**config.mk**
```make
export PLATFORM = sky130hd
export DESIGN_NAME = cla_seq_wide_adder
export DESIGN_NICKNAME = d
export VERILOG_FILES = /design/src/rtl/cla_seq_pkg.sv /design/src/rtl/CLA_adder.sv /design/src/rtl/cla_seq_wide_adder.sv
export SDC_FILE = /design/constraint.sdc
export NUM_CORES = 1
export LEC_CHECK = 0
export BUFFER_PORTS_ARGS = -buffer_cell sky130_fd_sc_hd__buf_4
export CAP_MARGIN = 20
export CORE_MARGIN = 5
export CORE_UTILIZATION = 35
export CTS_BUF_LIST = sky130_fd_sc_hd__clkbuf_8 sky130_fd_sc_hd__clkbuf_16
export CTS_CLUSTER_SIZE = 20
export DETAILED_ROUTE_END_ITERATION = 8
export PLACE_DENSITY = 0.62
export SLEW_MARGIN = 20
export SYNTH_ARGS = -nofsm -noshare
export SYNTH_HDL_FRONTEND = slang
export SYNTH_HIERARCHICAL = 1
export SYNTH_SLANG_ARGS = --single-unit
```
**constraint.sdc**
```tcl
create_clock -name clk -period 5.23 [get_ports clk]
set_input_delay 0.2615 -clock clk [delete_from_list [all_inputs] [get_ports clk]]
set_output_delay 0.2615 -clock clk [all_outputs]
set_load 0.005 [all_outputs]
```
**src/rtl/cla_seq_pkg.sv**
```systemverilog
// Shared types for the sequential wide CLA adder.
// Latency: none (types and constants only).
// Backpressure: not applicable.
package cla_seq_pkg;

  // Controller states, 2-bit encoding
  typedef enum logic [1:0] {
    IDLE = 2'd0,
    RUN  = 2'd1,
    DONE = 2'd2
  } state_e;

  // Slice index width; never below one bit so the counter always exists
  function automatic int idx_w(input int words);
    return (words > 1) ? $clog2(words) : 1;
  endfunction

endpackage

```
**src/rtl/CLA_adder.sv**
```systemverilog
// N-bit carry-look-ahead adder slice, purely combinational.
// Latency: zero cycles (combinational).
// Backpressure: none; the caller sequences it.
module CLA_adder #(
  parameter int N = 4
) (
  input  logic [N-1:0] A,
  input  logic [N-1:0] B,
  input  logic         Ci,
  output logic [N-1:0] S,
  output logic         Co
);

  logic [N-1:0] g;
  logic [N-1:0] p;
  logic [N:0]   c;
  logic         prod;

  assign g = A & B;
  assign p = A ^ B;

  // Each carry is a flat sum of generate terms gated by the propagate run
  // above them, so no carry depends on a lower carry signal.
  always_comb begin
    c    = '0;
    prod = 1'b1;
    c[0] = Ci;
    for (int i = 1; i <= N; i++) begin
      prod = 1'b1;
      for (int j = i - 1; j >= 0; j--) begin
        c[i] = c[i] | (prod & g[j]);
        prod = prod & p[j];
      end
      c[i] = c[i] | (prod & Ci);
    end
  end

  assign S  = p ^ c[N-1:0];
  assign Co = c[N];

endmodule

```
**src/rtl/cla_seq_wide_adder.sv**
```systemverilog
// Wide adder that runs one N-bit CLA slice over WORDS slices, LSB slice first.
// Latency: accept at edge t -> out_valid after edge t+WORDS; one op per WORDS+2 cycles.
// Backpressure: result held in DONE until out_ready; in_ready only in IDLE.
module cla_seq_wide_adder
  import cla_seq_pkg::*;
#(
  parameter int N     = 4,
  parameter int WORDS = 4
) (
  input  logic                 clk,
  input  logic                 rst_n,
  input  logic                 in_valid,
  output logic                 in_ready,
  input  logic [N*WORDS-1:0]   A,
  input  logic [N*WORDS-1:0]   B,
  input  logic                 Ci,
  output logic                 out_valid,
  input  logic                 out_ready,
  output logic [N*WORDS-1:0]   S,
  output logic                 Co,
  output logic                 V,
  output logic                 busy
);

  localparam int W     = N * WORDS;
  localparam int IDX_W = idx_w(WORDS);
  localparam logic [IDX_W-1:0] LAST_IDX = IDX_W'(WORDS - 1);

  state_e           state_q;
  logic [IDX_W-1:0] idx_q;
  logic [W-1:0]     a_q;
  logic [W-1:0]     b_q;
  logic             carry_q;
  logic [W-1:0]     s_q;
  logic             v_q;
  logic             in_ready_q;
  logic             out_valid_q;
  logic             busy_q;

  logic [N-1:0]     slice_a;
  logic [N-1:0]     slice_b;
  logic [N-1:0]     slice_s;
  logic             slice_co;

  // Slice operands come only from the latched registers, never from A/B
  assign slice_a = a_q[int'(idx_q)*N +: N];
  assign slice_b = b_q[int'(idx_q)*N +: N];

  CLA_adder #(.N(N)) u_slice (
    .A  (slice_a),
    .B  (slice_b),
    .Ci (carry_q),
    .S  (slice_s),
    .Co (slice_co)
  );

  // Controller: latch operands, step one slice per cycle, hold result until taken
  always_ff @(posedge clk or negedge rst_n) begin
    if (!rst_n) begin
      state_q     <= IDLE;
      idx_q       <= '0;
      a_q         <= '0;
      b_q         <= '0;
      carry_q     <= 1'b0;
      s_q         <= '0;
      v_q         <= 1'b0;
      in_ready_q  <= 1'b1;
      out_valid_q <= 1'b0;
      busy_q      <= 1'b0;
    end else begin
      case (state_q)
        IDLE: begin
          if (in_valid) begin
            a_q        <= A;
            b_q        <= B;
            carry_q    <= Ci;
            idx_q      <= '0;
            state_q    <= RUN;
            in_ready_q <= 1'b0;
            busy_q     <= 1'b1;
          end
        end
        RUN: begin
          s_q[int'(idx_q)*N +: N] <= slice_s;
          carry_q                 <= slice_co;
          if (idx_q == LAST_IDX) begin
            // Top sum bit is the one being produced this cycle
            v_q         <= (a_q[W-1] ~^ b_q[W-1]) & (slice_s[N-1] ^ a_q[W-1]);
            state_q     <= DONE;
            out_valid_q <= 1'b1;
          end else begin
            idx_q <= idx_q + 1'b1;
          end
        end
        DONE: begin
          if (out_ready) begin
            state_q     <= IDLE;
            out_valid_q <= 1'b0;
            busy_q      <= 1'b0;
            in_ready_q  <= 1'b1;
          end
        end
        default: begin
          state_q     <= IDLE;
          out_valid_q <= 1'b0;
          busy_q      <= 1'b0;
          in_ready_q  <= 1'b1;
        end
      endcase
    end
  end

  assign in_ready  = in_ready_q;
  assign out_valid = out_valid_q;
  assign busy      = busy_q;
  assign S         = s_q;
  assign Co        = carry_q;
  assign V         = v_q;

endmodule
```
==> metrics.md, run 1 <==
| Metric | Value |
|---|---|
| Clock buffers created by TritonCTS | 9 |
| Biggest area contributors in the synthesized netlist | sky130_fd_sc_hd__dfrtp_1, sky130_fd_sc_hd__mux2_2, sky130_fd_sc_hd__mux4_2 |
| IO Pins | 58 |
| Slew at the pin with the worst max-slew slack | 0.838 ns |
| Register bit count reported by yosys | 57 |
| Mean post-synth cell area | 14.7 um^2 |
| Async S/R FF share, synth | 100% |
| RSZ-0062 raised after global routing | false |
| Starting Density | 35.8% |
| Vias in the first global route | 1794 |
| Detailed placer's ending HPWL | 4.03 mm |
| Antenna-violating nets left | 0 |
| Clock-pin slew of the registers on the worst-case setup and hold paths | 0.06 ns |
| Weighted congestion at the end of routability-driven global placement | 0.750 |
| Layout Area Growth over Synthesis | 24.6% |
| Worst path slowest cell | sky130_fd_sc_hd__dfrtp_1 |
| Die area | 9730 um^2 |
| Average wire per cell in the routed design | 15.4 um |
| Maximum Capacitance Violations | 0 |
| Headroom to the max-slew limit | 44.1% |
| Largest delay share family, worst path | multiplexers |
| Count of antenna diodes in the layout | 0 |
| Syn Std Cell Area | 2750 um^2 |
| Critical Path RT | 5.45 ns |
| Number of enable flip-flop cells after synthesis | 0 |
| Number of buffers on the longest clock path | 2 |
| Grt ovf | 0 |
| Cell taking the most area after synthesis | sky130_fd_sc_hd__dfrtp_1 |
| Commonest cells in the netlist | sky130_fd_sc_hd__dfrtp_1, sky130_fd_sc_hd__mux2_2, sky130_fd_sc_hd__a22o_1, sky130_fd_sc_hd__ha_1, sky130_fd_sc_hd__inv_1 |
| Number of distinct library cells after synthesis | 35 |
| Post-Synthesis Net Count | 235 |
| Setup-failing EPs final | 0 |
| Number of remaining DRC errors | 0 |
| CP Class | flip-flop to flip-flop |
| Fraction of layout instances using a drive strength above 1 | 49.4% |
| Die outline width | 98.7 um |
| First-pass GRT wire length | 9.16 mm |
| Final core occ | 44.6% |
| Number of antenna violations at the first check in global routing | 0 |
| Cell count after placement | 340 |
| Pwr/cell area | 685 nW/um^2 |
| Vertical die dimension | 98.7 um |
| Nets | 298 |
| Pins over their slew limit | 0 |
| Final Instance Count excl. Fillers | 355 |
| Worst Hold Slack | 0.143 ns |
| Detailed-route via count | 1726 |
| Summed negative setup slack over all endpoints | 0 ns |
| Vias per cell | 4.86 |
| Clk_skew | 0.00712 ns |
| Most repeated cell in the gate-level netlist after synthesis | sky130_fd_sc_hd__dfrtp_1 |
| Cell count after synthesis | 187 |
| Drt initial violations | 32 |
| GRT Overall Usage | 12.3% |
| Area used by multi-input combinational logic | 1230 um^2 |
| Critical Path AT | 3.54 ns |
| Sum of routed wire length over all layers | 5.47 mm |
| Core region area | 7690 um^2 |
| Type of destination of the critical path | flip-flop |
| H-tree level count | 3 |
| Footprint of the flip-flops and latches | 1430 um^2 |
| Maximum fanout encountered on the critical timing path | 16 |
| Maximum number of pins on one net before global-route repair | 58 |
| Maximum ir drop on the vdd rail | 0.000317 V |
| Critical Path Source Type | flip-flop |
| Yosys synthesis warning count | 6 |
| # fillers | 748 |
| Buffers inserted during post-CTS setup optimization | 0 |
| Buffers added on ports | 57 |
| Result of the run | finished, final reports clean |
| R2R setup slack | 1.92 ns |
| Portion of synthesized cell area occupied by the leading cell type | 50.9% |
| Clock tree sinks | 57 |
| Number of buffers and inverters on the critical path | 0 |
| Resized cells post-CTS | 0 |
| Total power of the final layout | 2350 uW |
| Buffer cell driving the clock tree root | sky130_fd_sc_hd__clkbuf_8 |
| Std cell rows | 32 |
| Class of the most critical hold timing path | input port to flip-flop |
| Crit share post-route | 63.3% |
| Number of search-and-repair iterations in the first detailed-routing pass | 4 |
| Sequential fraction of the synthesis area | 51.9% |
| Maximum single-stage delay on the critical path | 0.89 ns |
| Most used flip-flop cell after synthesis | sky130_fd_sc_hd__dfrtp_1 |
| Final critical path time including I/O delays and setup | 3.31 ns |
| Fmax achieved | 302 MHz |
| Final Hold Violating Endpoints | 0 |
| Worst-skew pair later-pin latency | 0.34 ns |
| Static power due to leakage | 0.00161 uW |
| Sequence of cells on the critical path | mux4_2, ha_1, a21o_1, a31o_1, xor2_1, o22ai_1, mux2_2 |
| Clock tree from TritonCTS | built |
where the power goes:
group,switching (uW),total (uW),internal (uW)
Clock,165,355,190
Sequential,187,831,644
Combinational,556,1160,605
routing by layer:
metal | vias up | GRT usage, % | share of wire [%]
met4 | 0 | 5.04 | 1.7
met1 | 856 | 15.4 | 44
met3 | 8 | 5.87 | 7.1
met2 | 47 | 18.4 | 47
met5 | - | 0 | 0
li1 | 815 | - | -
area by class of cell:
cell class | count | area share (%)
clock buffers | 11 | 4.41
flip-flops and latches | 57 | 41.6
inverters | 9 | 0.985
well taps | 102 | 3.72
repair buffers | 59 | 13.0
multi-input cells | 114 | 35.8
clock inverters | 3 | 0.511
registers in the layout, summed over array words and instances (netlist names):
signal and flops:
in_ready 1, b_q 16, S 16, Co 1, V 1, a_q 16, busy 1, state_q 2
idx_q 2, out_valid 1
worst reg2reg max path: stages, from the launching register on:
cell	delay [ns]
sky130_fd_sc_hd__dfrtp_1	0.89
sky130_fd_sc_hd__mux4_2	0.63
sky130_fd_sc_hd__ha_1	0.31
sky130_fd_sc_hd__a21o_1	0.19
sky130_fd_sc_hd__a31o_1	0.24
sky130_fd_sc_hd__xor2_1	0.52
sky130_fd_sc_hd__o22ai_1	0.14
sky130_fd_sc_hd__mux2_2	0.29
placed cells by master, fill, tap and decap left out, types with 2 or more instances in the layout:
cell / instances
sky130_fd_sc_hd__nand3b_4: 2
sky130_fd_sc_hd__o21ai_0: 4
sky130_fd_sc_hd__o22ai_1: 2
sky130_fd_sc_hd__a22o_1: 11
sky130_fd_sc_hd__a21oi_1: 4
sky130_fd_sc_hd__clkinv_2: 2
sky130_fd_sc_hd__a21o_1: 3
sky130_fd_sc_hd__dfrtp_1: 56
sky130_fd_sc_hd__nor2b_1: 5
sky130_fd_sc_hd__mux4_2: 8
sky130_fd_sc_hd__clkbuf_8: 11
sky130_fd_sc_hd__xnor2_1: 2
sky130_fd_sc_hd__nor2_1: 4
sky130_fd_sc_hd__inv_1: 9
sky130_fd_sc_hd__nand2_1: 6
sky130_fd_sc_hd__mux2_1: 2
sky130_fd_sc_hd__buf_4: 58
sky130_fd_sc_hd__mux2_2: 32
sky130_fd_sc_hd__a22o_2: 4
sky130_fd_sc_hd__ha_1: 10
sky130_fd_sc_hd__nor4b_4: 2
final timing paths:
check,from,endpoint,depth (start not counted)
max,idx_q[0]$_DFFE_PN0P_,V$_DFFE_PN0P_,7
min,B[5],b_q[5]$_DFFE_PN0P_,2
max reg2reg,idx_q[0]$_DFFE_PN0P_,V$_DFFE_PN0P_,7
min reg2reg,b_q[4]$_DFFE_PN0P_,b_q[4]$_DFFE_PN0P_,1
max in group asynchronous,rst_n,a_q[8]$_DFFE_PN0P_,2
min in group asynchronous,rst_n,out_valid$_DFFE_PN0P_,2
through the flow:
| step | setup slack [ns] | instance area (um^2) |
|---|---|---|
| 2_1_floorplan | 2.53 | 2750 |
| 3_3_place_gp | 2.01 | 3250 |
| 3_5_place_dp | 1.86 | 3250 |
| 4_1_cts | 1.88 | 3430 |
| 5_1_grt | 1.70 | 3430 |
| 6_report | 1.92 | 3430 |
timing repair:
item,CTS,global route
endpoints found under the setup margin,0,0
hold buffers,1,0
hold endpoints to repair,56,0
kinds of logic after synthesis:
kind of cell / share of synthesized area [%]
AOI/OAI and AO/OA: 8.96
xor gates and xnor gates: 0.955
adders and majority gates: 5.28
buffers and inverters: 3.55
DFF: 51.9
muxes: 20.5
and+or+nand+nor: 8.91
(Power assumes the default switching activity.)
==> run 2: changes to the inputs <==
==> constraint.sdc (replaced) <==
create_clock -name clk -period 3.2 [get_ports clk]
set_input_delay 0.16 -clock clk [delete_from_list [all_inputs] [get_ports clk]]
set_output_delay 0.16 -clock clk [all_outputs]
set_load 0.005 [all_outputs]
==> metrics.md, run 2 (same netlist as run 1, synthesis figures left out) <==
| Metric | Value |
|---|---|
| Result of the run | finished, final reports clean |
| Worst-skew pair later-pin latency | 0.33 ns (about the same) |
| Drt initial violations | 54 (+69%) |
| Pwr/cell area | 1160 nW/um^2 (+69%) |
| Vias in the first global route | 1803 (+0.50%) |
| Logic pwr share | 49.1% (-0.4 points) |
| Maximum single-stage delay on the critical path | 0.67 ns (-0.22 ns) |
| Fraction of layout instances using a drive strength above 1 | 49.0% (-0.38 points) |
| Buffers inserted during post-CTS setup optimization | 0 (unchanged) |
| R2R setup slack | 0.45 ns (-1.47 ns) |
| H-tree level count | 3 (unchanged) |
| Class of the most critical hold timing path | input port to flip-flop |
| Clock tree from TritonCTS | built |
| Maximum ir drop on the vdd rail | 0.000543 V (+71%) |
| Number of buffers on the longest clock path | 2 (unchanged) |
| Starting Density | 35.8% (unchanged) |
| Type of destination of the critical path | flip-flop |
| Slew at the pin with the worst max-slew slack | 0.738 ns (-0.100 ns) |
| IO Pins | 58 (unchanged) |
| Number of cells on the worst reg-to-reg path | 7 (unchanged) |
| # fillers | 742 (-0.80%) |
| Std cell rows | 32 (unchanged) |
| Static power due to leakage | 0.00165 uW (+2.7%) |
| Core region area | 7690 um^2 (unchanged) |
| Die outline width | 98.7 um (unchanged) |
| Fmax achieved | 364 MHz (+20%) |
| Total internal power | 2560 uW (+78%) |
| Clock-pin slew of the registers on the worst-case setup and hold paths | 0.07 ns (about the same) |
| Number of remaining DRC errors | 0 (unchanged) |
| Number of search-and-repair iterations in the first detailed-routing pass | 3 (-1) |
| Critical Path AT | 2.96 ns (-0.58 ns) |
| CP Class | flip-flop to flip-flop |
| Clock buffers created by TritonCTS | 9 (unchanged) |
| Maximum number of pins on one net before global-route repair | 58 (unchanged) |
| Number of antenna violations at the first check in global routing | 0 (unchanged) |
| RSZ-0062 raised after global routing | false |
| Critical Path RT | 3.41 ns (-2.04 ns) |
| Part of the power in registers | 33.1% (-2.3 points) |
| Crit share post-route | 86.0% (+23 points) |
| Layout Area Growth over Synthesis | 26.8% |
| Average wire per cell in the routed design | 15.4 um (+0.26%) |
| Headroom to the max-slew limit | 50.8% (+6.7 points) |
| GRT Overall Usage | 12.2% (-0.080 points) |
| Count of antenna diodes in the layout | 0 (unchanged) |
| Sum of routed wire length over all layers | 5.54 mm (+1.4%) |
| Commonest cells after routing, fill and taps aside | sky130_fd_sc_hd__buf_4, sky130_fd_sc_hd__dfrtp_1, sky130_fd_sc_hd__mux2_2, sky130_fd_sc_hd__inv_1, sky130_fd_sc_hd__a22o_1 |
| Share of power burned in the clock network | 17.8% (+2.7 points) |
| Clock tree sinks | 57 (unchanged) |
| Detailed-route via count | 1762 (+2.1%) |
| Maximum Capacitance Violations | 0 (unchanged) |
| Sequence of cells on the critical path | mux4_2, ha_1, a21o_1, a31o_1, xor2_1, o22ai_1, mux2_2 |
| Grt ovf | 0 (unchanged) |
| Nets | 300 (+0.67%) |
| Worst path slowest cell | sky130_fd_sc_hd__dfrtp_1 |
| Final critical path time including I/O delays and setup | 2.75 ns (-0.562 ns) |
| P_sw | 1480 uW (+63%) |
| Buffer cell driving the clock tree root | sky130_fd_sc_hd__clkbuf_8 |
| Summed negative setup slack over all endpoints | 0 ns (unchanged) |
| Die area | 9730 um^2 (unchanged) |
| Post-DP Area | 3270 um^2 (+0.46%) |
| Detailed placer's ending HPWL | 4.08 mm (+1.3%) |
| Weighted congestion at the end of routability-driven global placement | 0.725 (-3.3%) |
| Critical R2R Launch | idx_q[0]$_DFFE_PN0P_ |
| Worst Hold Slack | 0.0516 ns (-0.0913 ns) |
| First-pass GRT wire length | 9.31 mm (+1.6%) |
| Final Instance Area | 3490 um^2 (+1.8%) |
| Setup-failing EPs final | 0 (unchanged) |
| Switching Share | 36.6% (-2.1 points) |
| Pins over their slew limit | 0 (unchanged) |
| Reg2Reg Capture Point | V$_DFFE_PN0P_ |
| Most common library cell in the layout ignoring fill and taps | sky130_fd_sc_hd__buf_4 |
| Vias per cell | 4.91 (+0.95%) |
| Clk_skew | 0.0113 ns (+0.00415 ns) |
| Critical Path Source Type | flip-flop |
| Antenna-violating nets left | 0 (unchanged) |
| Vertical die dimension | 98.7 um (unchanged) |
| Final core occ | 45.4% (+0.78 points) |
| Buffers added on ports | 57 (unchanged) |
| Timing startpoint of the critical path | idx_q[0]$_DFFE_PN0P_ |
| Maximum fanout encountered on the critical timing path | 10 (-6) |
| Termination of the worst setup path | V$_DFFE_PN0P_ |
| Final Hold Violating Endpoints | 0 (unchanged) |
==> run 2: cell type report <==
cell class / count / area, um^2 / area share (%)
flip-flops and latches: 57 / 1430 / 40.9
well taps: 102 / 128 / 3.66
multi-input cells: 114 / 1230 / 35.1
clock buffers: 10 / 138 / 3.94
inverters: 9 / 33.8 / 0.968
clock inverters: 6 / 76.3 / 2.19
repair buffers: 61 / 460 / 13.2
==> run 2: power groups by stage <==
stage          Combinational, uW  Clock [uW]  Sequential [uW]
2_1_floorplan               1510           0             1220
3_3_place_gp                1960           0             1360
3_5_place_dp                2000           0             1360
4_1_cts                     2020         742             1350
5_1_grt                     2190         778             1390
6_report                    1980         719             1340
==> run 2: what timing repair did <==
action / 4_1_cts / 5_1_grt
resized for setup: 0 / 0
endpoints found under the hold margin: 56 / 0
hold buffers: 1 / 0
==> run 2: stage by stage <==
stage	power [uW]	std cells	worst slack [ns]
2_1_floorplan	2740	187	0.496
3_3_place_gp	3320	342	0.456
3_5_place_dp	3370	342	0.419
4_1_cts	4110	359	0.387
5_1_grt	4350	359	0.237
6_report	4040	359	0.449
==> run 2: worst min path at each step <==
stage	slack (ns)	from	cells past startpoint	endpoint
finish	0.05	B[5]	2	b_q[5]$_DFFE_PN0P_
global route	0.04	B[5]	2	b_q[5]$_DFFE_PN0P_
CTS	0.03	B[5]	2	b_q[5]$_DFFE_PN0P_
detailed placement	0.27	rst_n	1	S[13]$_DFFE_PN0P_
global placement	0.27	rst_n	1	S[14]$_DFFE_PN0P_
floorplan	-0.14	rst_n	0	Co$_DFFE_PN0P_
==> run 2: routing by layer <==
metal / vias to the layer above / wire, um / GRT usage (%) / share of wire (%)
met2: 47 / 2600 / 18.3 / 47
met4: 0 / 82 / 4.73 / 1.5
met3: 9 / 356 / 4.74 / 6.4
met5: - / 0 / 0 / 0
met1: 881 / 2500 / 16.0 / 45
li1: 825 / - / - / -
==> run 2: worst max-delay path: cells and delay by family, from the launching register on <==
kind	cells	cell delay, ns
XOR/XNOR	1	0.23
adder cells (fa/ha/maj)	1	0.31
AO/OA/AOI/OAI	3	0.53
multiplexers	2	0.88
flip-flops	1	0.67
